## config.mk

```make
export PLATFORM = sky130hd
export DESIGN_NAME = m_serial_alu
export DESIGN_NICKNAME = d
export VERILOG_FILES = /design/src/rtl/m_serial_alu.sv
export SDC_FILE = /design/constraint.sdc
export NUM_CORES = 1
export LEC_CHECK = 0
export ABC_AREA = 1
export BUFFER_PORTS_ARGS = -buffer_cell sky130_fd_sc_hd__buf_2
export CAP_MARGIN = 20
export CORE_MARGIN = 4
export CORE_UTILIZATION = 55
export CTS_CLUSTER_SIZE = 24
export DETAILED_ROUTE_END_ITERATION = 8
export PLACE_DENSITY = 0.79
export SKIP_LAST_GASP = 1
export SYNTH_ARGS = -nofsm -noshare
export SYNTH_HDL_FRONTEND = slang
export SYNTH_SLANG_ARGS = --single-unit
```

## constraint.sdc

```tcl
create_clock -name w_clk -period 2.3 [get_ports w_clk]
set_input_delay 0 -clock w_clk [delete_from_list [all_inputs] [get_ports w_clk]]
set_output_delay 0 -clock w_clk [all_outputs]
set_load 0.01 [all_outputs]
```

## src/rtl/m_serial_alu.sv

```systemverilog
// rtl/m_serial_alu.sv - digit-serial ADD/SUB/AND/OR/XOR ALU with valid/ready handshake (SUB behind SERIAL_ALU_SUB_EN)
module m_serial_alu #(
    parameter int DATA_W  = 32,
    parameter int DIGIT_W = 1
) (
    input  logic              w_clk,
    input  logic              w_rst,
    input  logic              w_in_valid,
    output logic              w_in_ready,
    input  logic [2:0]        w_op,
    input  logic [DATA_W-1:0] w_rrs,
    input  logic [DATA_W-1:0] w_rrt,
    output logic              r_out_valid,
    input  logic              w_out_ready,
    output logic [DATA_W-1:0] r_rslt,
    output logic              r_cout,
    output logic              r_zero
);

    localparam int N     = DATA_W / DIGIT_W;
    localparam int CNT_W = (N > 1) ? $clog2(N) : 1;

    localparam logic [2:0] OP_ADD = 3'b000;
    localparam logic [2:0] OP_SUB = 3'b001;
    localparam logic [2:0] OP_AND = 3'b010;
    localparam logic [2:0] OP_OR  = 3'b011;
    localparam logic [2:0] OP_XOR = 3'b100;

    typedef enum logic [1:0] {
        S_IDLE = 2'd0,
        S_CALC = 2'd1,
        S_DONE = 2'd2
    } state_t;

    state_t              state;
    state_t              state_nxt;
    logic [DATA_W-1:0]   a_sr;
    logic [DATA_W-1:0]   b_sr;
    logic [DATA_W-1:0]   res_sr;
    logic [DATA_W-1:0]   res_next;
    logic [2:0]          op_q;
    logic                carry;
    logic [CNT_W-1:0]    cnt;
    logic                last_digit;

    logic [DIGIT_W-1:0]  a_d;
    logic [DIGIT_W-1:0]  b_d;
    logic [DIGIT_W-1:0]  b_add;
    logic [DIGIT_W-1:0]  r_d;
    logic [DIGIT_W:0]    sum;
    logic                is_arith;
    logic                c_nxt;

    assign last_digit = (state == S_CALC) && (cnt == CNT_W'(N - 1));
    assign a_d        = a_sr[DIGIT_W-1:0];
    assign b_d        = b_sr[DIGIT_W-1:0];

    // Operand B path: inversion for subtraction only exists when SUB is enabled
`ifdef SERIAL_ALU_SUB_EN
    assign b_add    = (op_q == OP_SUB) ? ~b_d : b_d;
    assign is_arith = (op_q == OP_ADD) || (op_q == OP_SUB);
`else
    assign b_add    = b_d;
    assign is_arith = (op_q == OP_ADD);
`endif

    // One digit of the operation, chained through the carry register
    always_comb begin
        sum = {1'b0, a_d} + {1'b0, b_add} + {{DIGIT_W{1'b0}}, carry};
        r_d = '0;
        case (op_q)
            OP_ADD: r_d = sum[DIGIT_W-1:0];
`ifdef SERIAL_ALU_SUB_EN
            OP_SUB: r_d = sum[DIGIT_W-1:0];
`endif
            OP_AND: r_d = a_d & b_d;
            OP_OR:  r_d = a_d | b_d;
            OP_XOR: r_d = a_d ^ b_d;
            default: r_d = '0;
        endcase
        c_nxt = is_arith ? sum[DIGIT_W] : 1'b0;
    end

    // Result digits enter at the MSB end so the LSB digit ends up at bit 0
    generate
        if (DIGIT_W == DATA_W) begin : g_single
            assign res_next = r_d;
        end else begin : g_multi
            assign res_next = {r_d, res_sr[DATA_W-1:DIGIT_W]};
        end
    endgenerate

    // State register
    always_ff @(posedge w_clk) begin
        if (w_rst) begin
            state <= S_IDLE;
        end else begin
            state <= state_nxt;
        end
    end

    // Next-state logic
    always_comb begin
        state_nxt = state;
        case (state)
            S_IDLE:  if (w_in_valid)  state_nxt = S_CALC;
            S_CALC:  if (last_digit)  state_nxt = S_DONE;
            S_DONE:  if (w_out_ready) state_nxt = S_IDLE;
            default: state_nxt = S_IDLE;
        endcase
    end

    // Handshake outputs derived from state
    always_comb begin
        w_in_ready = (state == S_IDLE);
    end

    // Datapath: capture on accept, shift one digit per CALC edge, load outputs on the last digit
    always_ff @(posedge w_clk) begin
        if (w_rst) begin
            a_sr        <= '0;
            b_sr        <= '0;
            res_sr      <= '0;
            op_q        <= '0;
            carry       <= 1'b0;
            cnt         <= '0;
            r_out_valid <= 1'b0;
            r_rslt      <= '0;
            r_cout      <= 1'b0;
            r_zero      <= 1'b0;
        end else begin
            case (state)
                S_IDLE: begin
                    if (w_in_valid) begin
                        a_sr   <= w_rrs;
                        b_sr   <= w_rrt;
                        op_q   <= w_op;
                        res_sr <= '0;
                        cnt    <= '0;
`ifdef SERIAL_ALU_SUB_EN
                        carry  <= (w_op == OP_SUB);
`else
                        carry  <= 1'b0;
`endif
                    end
                end
                S_CALC: begin
                    a_sr   <= a_sr >> DIGIT_W;
                    b_sr   <= b_sr >> DIGIT_W;
                    res_sr <= res_next;
                    carry  <= c_nxt;
                    cnt    <= cnt + CNT_W'(1);
                    if (last_digit) begin
                        r_out_valid <= 1'b1;
                        r_rslt      <= res_next;
                        r_cout      <= c_nxt;
                        r_zero      <= (res_next == '0);
                    end
                end
                S_DONE: begin
                    if (w_out_ready) begin
                        r_out_valid <= 1'b0;
                    end
                end
                default: begin
                    r_out_valid <= 1'b0;
                end
            endcase
        end
    end

endmodule

```

Yosys cells after proc, flatten, opt, wreduce, memory -nomap -nowiden
Cells that the tools add are included.

Add/subtract/negate cells: 3. Equality and inequality tests: 9. Multiplexer cells: 19. Bitwise operators: 4. Reduce and logical (&&, ||, !) cells: 10.

Operator list (count): 32-bit one-hot mux with 2 select lines (3); 32-bit two-way mux (3); 32-bit zero test (1); 5-bit one-hot mux with 2 select lines (1); 3-bit by 2-bit equality test with 1-bit output (second input constant) (2); 2-bit two-way mux (3); 2-bit inequality test (second input constant) (3); 2-bit one-hot mux with 3 select lines (1); 2-bit AND reduction (3); 3-bit AND reduction (2); 5-bit by 1-bit adder with 5-bit output (second input constant) (1); 5-bit equality test (second input constant) (1); 5-bit two-way mux (1); 1-bit two-way mux (4); 1-bit one-hot mux with 4 select lines (1); 3-bit equality test (second input constant) (1); 3-bit zero test (1); 1-bit one-hot mux with 3 select lines (1); 1-bit by 1-bit adder with 2-bit output (1); 2-bit by 1-bit adder with 2-bit output (1); 2-bit by 1-bit equality test with 1-bit output (second input constant) (1); 2-bit equality test (second input constant) (1); 2-bit zero test (1); 1-bit one-hot mux with 2 select lines (1); 6 further kinds (6).

Bits in registers: 142. Input bits: 71. Output and inout port bits: 36. Word-level logic and storage cells: 56.

Longest topological paths before layout
Word-level depth: 4. Mapped depth: 10. Gate-level depth less buffers: 10.

Worst setup path after synthesis
No wires, ideal clock.

Path type: register to register. Start: register cnt[0]. End: register r_rslt[10]. Library setup time: 0.132 ns. Arrival: 1.455 ns. Required time: 2.168 ns. Path slack: 0.713 ns. Cell stages (with the launch flop): 10. Clock period less this slack: 1.587 ns. Cell sequence: dfxtp_1 -> ha_1 -> inv_1 -> nor3_1 -> ha_1 -> nand3_1 -> buf_2 -> buf_2 -> nand2_1 -> a21oi_1.

Word-level cells in the longest chain between the ends: 3.

RTL lines: start, declared (RTL line 43) `logic [CNT_W-1:0] cnt;`; start signal, assigned (RTL line 152) `cnt <= cnt + CNT_W'(1);`; 5-bit equality test (RTL line 54) `assign last_digit = (state == S_CALC) && (cnt == CNT_W'(N - 1));`; 1-bit logical AND (RTL line 54); 2-bit AND reduction (no line); end signal, assigned (RTL line 155) `r_rslt <= res_next;`; end, declared (RTL line 15) `output logic [DATA_W-1:0] r_rslt,`.

No other way between the ends. A chain may end at the register's enable or synchronous reset.

Final worst setup path
Start: register state[1]. End: register op_q[1].

Word-level cells in the longest chain between the ends: 2.

RTL lines: start, declared (RTL line 35) `state_t state;`; start signal, assigned (RTL line 98) `state <= state_nxt;`; 2-bit zero test (RTL line 132) `case (state)`; 2-bit AND reduction (no line); end signal, assigned (RTL line 137) `op_q <= w_op;`; end, declared (RTL line 41) `logic [2:0] op_q;`.

No other way between the ends.

==> impl_metrics.ini <==
[final_layout]
layout-area-overhead-vs-synth_pct = 35.4
multiInputGateArea_sq_mm = 0.00224
share_of_final_layout_standard_cells_stronger_than_drive_strength_1_pct = 18.1
nets = 931
nFillCells = 660
seq_area_sq_mm = 0.00282

[route]
routed-via-count = 5569
drc_errors = 0
detail_route.first_pass.iterations = 5
drtIter0Drc = 340
route.detailed.wl_per_inst_microns = 15.5
mean_number_of_vias_per_cell = 5.56
routed_wirelength_microns = 15500
antenna_violating_nets_post_route = 0

[power_and_ir_drop]
p_clk_share_pct = 44.1
vdd.ir_drop.worst_uv = 511
totalPowerFinal_mw = 5.85
p_int_mw = 4.38
switching_share_pct = 25.1
power_switching_mw = 1.47
power.static_leakage_nw = 2.95
pwr-share-seq_pct = 45.1
power.density_cell_area_mw_per_mm2 = 780
combinational_group_share_of_total_power_pct = 10.8

[synthesis]
synth_async_sr_flop_share_pct = 0
synth.ff_latch_count = 141
seq_area_frac_synth_pct = 51.0
synthesis.area_sq_mm = 0.00554
synth_top_cell_area_share_pct = 51.0
net_count_of_the_mapped_netlist = 763
most_common_cell_in_the_synthesized_netlist = sky130_fd_sc_hd__nand2_1
synth_edf_count = 0
netlist_top_cells_area = sky130_fd_sc_hd__dfxtp_1 51%, sky130_fd_sc_hd__a21oi_1 11%, sky130_fd_sc_hd__nand2_1 10%, sky130_fd_sc_hd__o221ai_1 7.6%, sky130_fd_sc_hd__inv_1 4.0%
post_synth_most_frequent_cells = 154 x sky130_fd_sc_hd__nand2_1, 141 x sky130_fd_sc_hd__dfxtp_1, 122 x sky130_fd_sc_hd__a21oi_1
netlist_instances = 687
yosys_warnings = 0
mean_instance_size_in_the_synthesized_netlist_sq_um = 8.06
yosysUniqueCellTypes = 28
synth_largest_area_cell = sky130_fd_sc_hd__dfxtp_1
dominantRegCellSynth = sky130_fd_sc_hd__dfxtp_1

[sta]
final.setup.tns_ns = 0
slew-limit-headroom_pct = 38.9
grt_setup_unrepaired = false
period_share_pct = 90.5
period_minus_slack_ns = 2.08
timing.final.hold_violations = 0
skew_ns = 0.00852
setup_viol = 0
holdWs_ns = 0.0278
fmax_mhz = 481
slew_violations = 0
worst_slew_pin_slew_ns = 0.916

[setup_path]
cp_num_buf_inv = 2
critPathMaxFanout = 54
crit_cells = 6
worst-endpoint-arrival_ns = 2.53
critPathKind = flip-flop to flip-flop
worstSetupEndpointType = flip-flop
critical_path.top_delay_family = buffers and inverters
reg2regPathDepth = 6
worst_path_largest_cell_delay_ns = 0.56
critical_path_source_type = flip-flop
critical-path-slowest-cell = sky130_fd_sc_hd__dlygate4sd3_1
crit_path_cell_trace = nor2_4 -> nand2_4 -> buf_4 -> o21ai_0 -> nor2_1 -> dlygate4sd3_1
worst_ep_required_time_ns = 2.75

[floorplan]
num_io_pins = 107
row_count = 36
core-area_sq_mm = 0.00977
die-width_microns = 108
die_height_microns = 108
fp.dieArea_sq_mm = 0.0117
initial_utilization_pct = 56.6

[clock_tree]
clk_transition_reported_paths_ns = 0.06
cts_buffers = 17
cts_tree = done
h-tree-depth = 4
cts_repair_resize_count = 0
worst_skew_pair.late_latency_ns = 0.51
clock_tree.buffer_depth = 2
clock-root-buffer = sky130_fd_sc_hd__clkbuf_8
cts.sinks = 141

[job]
maxCapViolCount = 0

[grt]
grt_max_degree = 87
via_count_of_the_first_global_routing_pass = 5542
track_usage_pct = 27.2
globalRoute.totalOverflow = 0
number_of_antenna_violations_at_the_first_check_in_global_routing = 0
grt_first_pass_wirelength_microns = 25500

[placed_design]
dp.final_hpwl_microns = 8150
gpl.final_weighted_congestion = 0.770
port-buffer-count = 106

[hold_path]
hp-class = primary input to flip-flop
whs_path_depth = 4

[outcome]
outcome = complete, no violations
[power by group through the flow]
stage	registers, mW	logic [mW]	clock network, mW
after floorplan	2.66	0.354	0
after global placement	2.67	0.463	0
after detailed placement	2.68	0.488	0
after CTS	2.63	0.604	2.60
after global routing	2.65	0.698	2.70
final	2.64	0.634	2.58
[flip-flops by register name, summed over array words and instances, names as in the netlist]
register	cells
a_sr	32
b_sr	32
carry	1
cnt	5
op_q	3
r_cout	1
r_out_valid	1
r_rslt	32
r_zero	1
res_sr	31
state	2
[layer usage]
metal	part of all wire, %	vias up	track usage (%)
met5	0	-	0
met1	40	2591	32.3
met3	5.5	56	5.55
li1	-	2666	-
met4	4.1	0	14.4
met2	50	256	46.4
[worst min-delay path: stages]
cell                      delay [ns]
sky130_fd_sc_hd__buf_2          0.12
sky130_fd_sc_hd__nand2_4        0.08
sky130_fd_sc_hd__inv_4          0.10
sky130_fd_sc_hd__o21a_1         0.20
[what timing repair did]
item,CTS,global route
hold buffers,85,0
endpoints found under the hold margin,69,0
setup buffers,0,0
[per-stage QoR]
stage | util [%] | cells | instance area [sq um] | worst slack (ns)
6_report | 76.7 | 1001 | 7500 | 0.219
5_1_grt | 76.7 | 1000 | 7490 | 0.110
4_1_cts | 76.7 | 1000 | 7490 | 0.284
3_5_place_dp | 62.3 | 884 | 6080 | 0.561
3_3_place_gp | 62.3 | 884 | 6080 | 0.625
2_1_floorplan | - | 687 | 5540 | 0.713
[cell usage in the layout, fill, tap and decap left out, types with 2 or more instances in the layout]
| cell | netlist | layout |
|---|---|---|
| sky130_fd_sc_hd__buf_4 | 5 | 9 |
| sky130_fd_sc_hd__a31oi_1 | 14 | 14 |
| sky130_fd_sc_hd__inv_6 | 0 | 2 |
| sky130_fd_sc_hd__dlygate4sd3_1 | 0 | 85 |
| sky130_fd_sc_hd__nand3_1 | 35 | 35 |
| sky130_fd_sc_hd__o21ai_0 | 8 | 8 |
| sky130_fd_sc_hd__nor2_8 | 2 | 2 |
| sky130_fd_sc_hd__or2_2 | 3 | 3 |
| sky130_fd_sc_hd__inv_1 | 59 | 59 |
| sky130_fd_sc_hd__dfxtp_1 | 141 | 141 |
| sky130_fd_sc_hd__inv_2 | 3 | 3 |
| sky130_fd_sc_hd__buf_2 | 17 | 106 |
| sky130_fd_sc_hd__nand4_1 | 4 | 4 |
| sky130_fd_sc_hd__a21oi_1 | 122 | 122 |
| sky130_fd_sc_hd__clkinv_4 | 0 | 3 |
| sky130_fd_sc_hd__clkbuf_16 | 0 | 16 |
| sky130_fd_sc_hd__nand2_1 | 154 | 154 |
| sky130_fd_sc_hd__o221ai_1 | 48 | 48 |
| sky130_fd_sc_hd__ha_1 | 4 | 4 |
| sky130_fd_sc_hd__clkinvlp_4 | 0 | 3 |
| sky130_fd_sc_hd__clkinv_2 | 0 | 3 |
| sky130_fd_sc_hd__bufinv_16 | 0 | 2 |
| sky130_fd_sc_hd__nand3b_1 | 2 | 2 |
| sky130_fd_sc_hd__nor2_1 | 27 | 27 |
[worst paths after layout]
| kind | start | endpoint | slack [ns] |
|---|---|---|---|
| min | w_in_valid | state[0] | 0.03 |
| max reg2reg | state[1] | op_q[1] | 0.22 |
| min reg2reg | b_sr[19] | b_sr[19] | 0.45 |
| max | state[1] | op_q[1] | 0.22 |
[cell type report]
class | count | share of cell area, %
Sequential cell | 141 | 37.7
Multi-Input combinational cell | 431 | 29.9
Timing Repair Buffer | 201 | 19.6
Clock buffer | 18 | 5.57
Inverter | 63 | 3.19
Tap cell | 133 | 2.22
Clock inverter | 13 | 1.89
Antenna cell | 1 | 0.0334
[cell families (layout without fill, tap and decap cells)]
logic type | count (synthesis) | count (layout) | synth area share [%]
simple gates | 230 | 230 | 17.7
compound gates | 196 | 196 | 21.5
flops | 141 | 141 | 51.0
buf+inv | 115 | 295 | 8.57
fa+ha+maj | 5 | 5 | 1.27
other cells | 0 | 1 | 0
(Power assumes the default switching activity.)
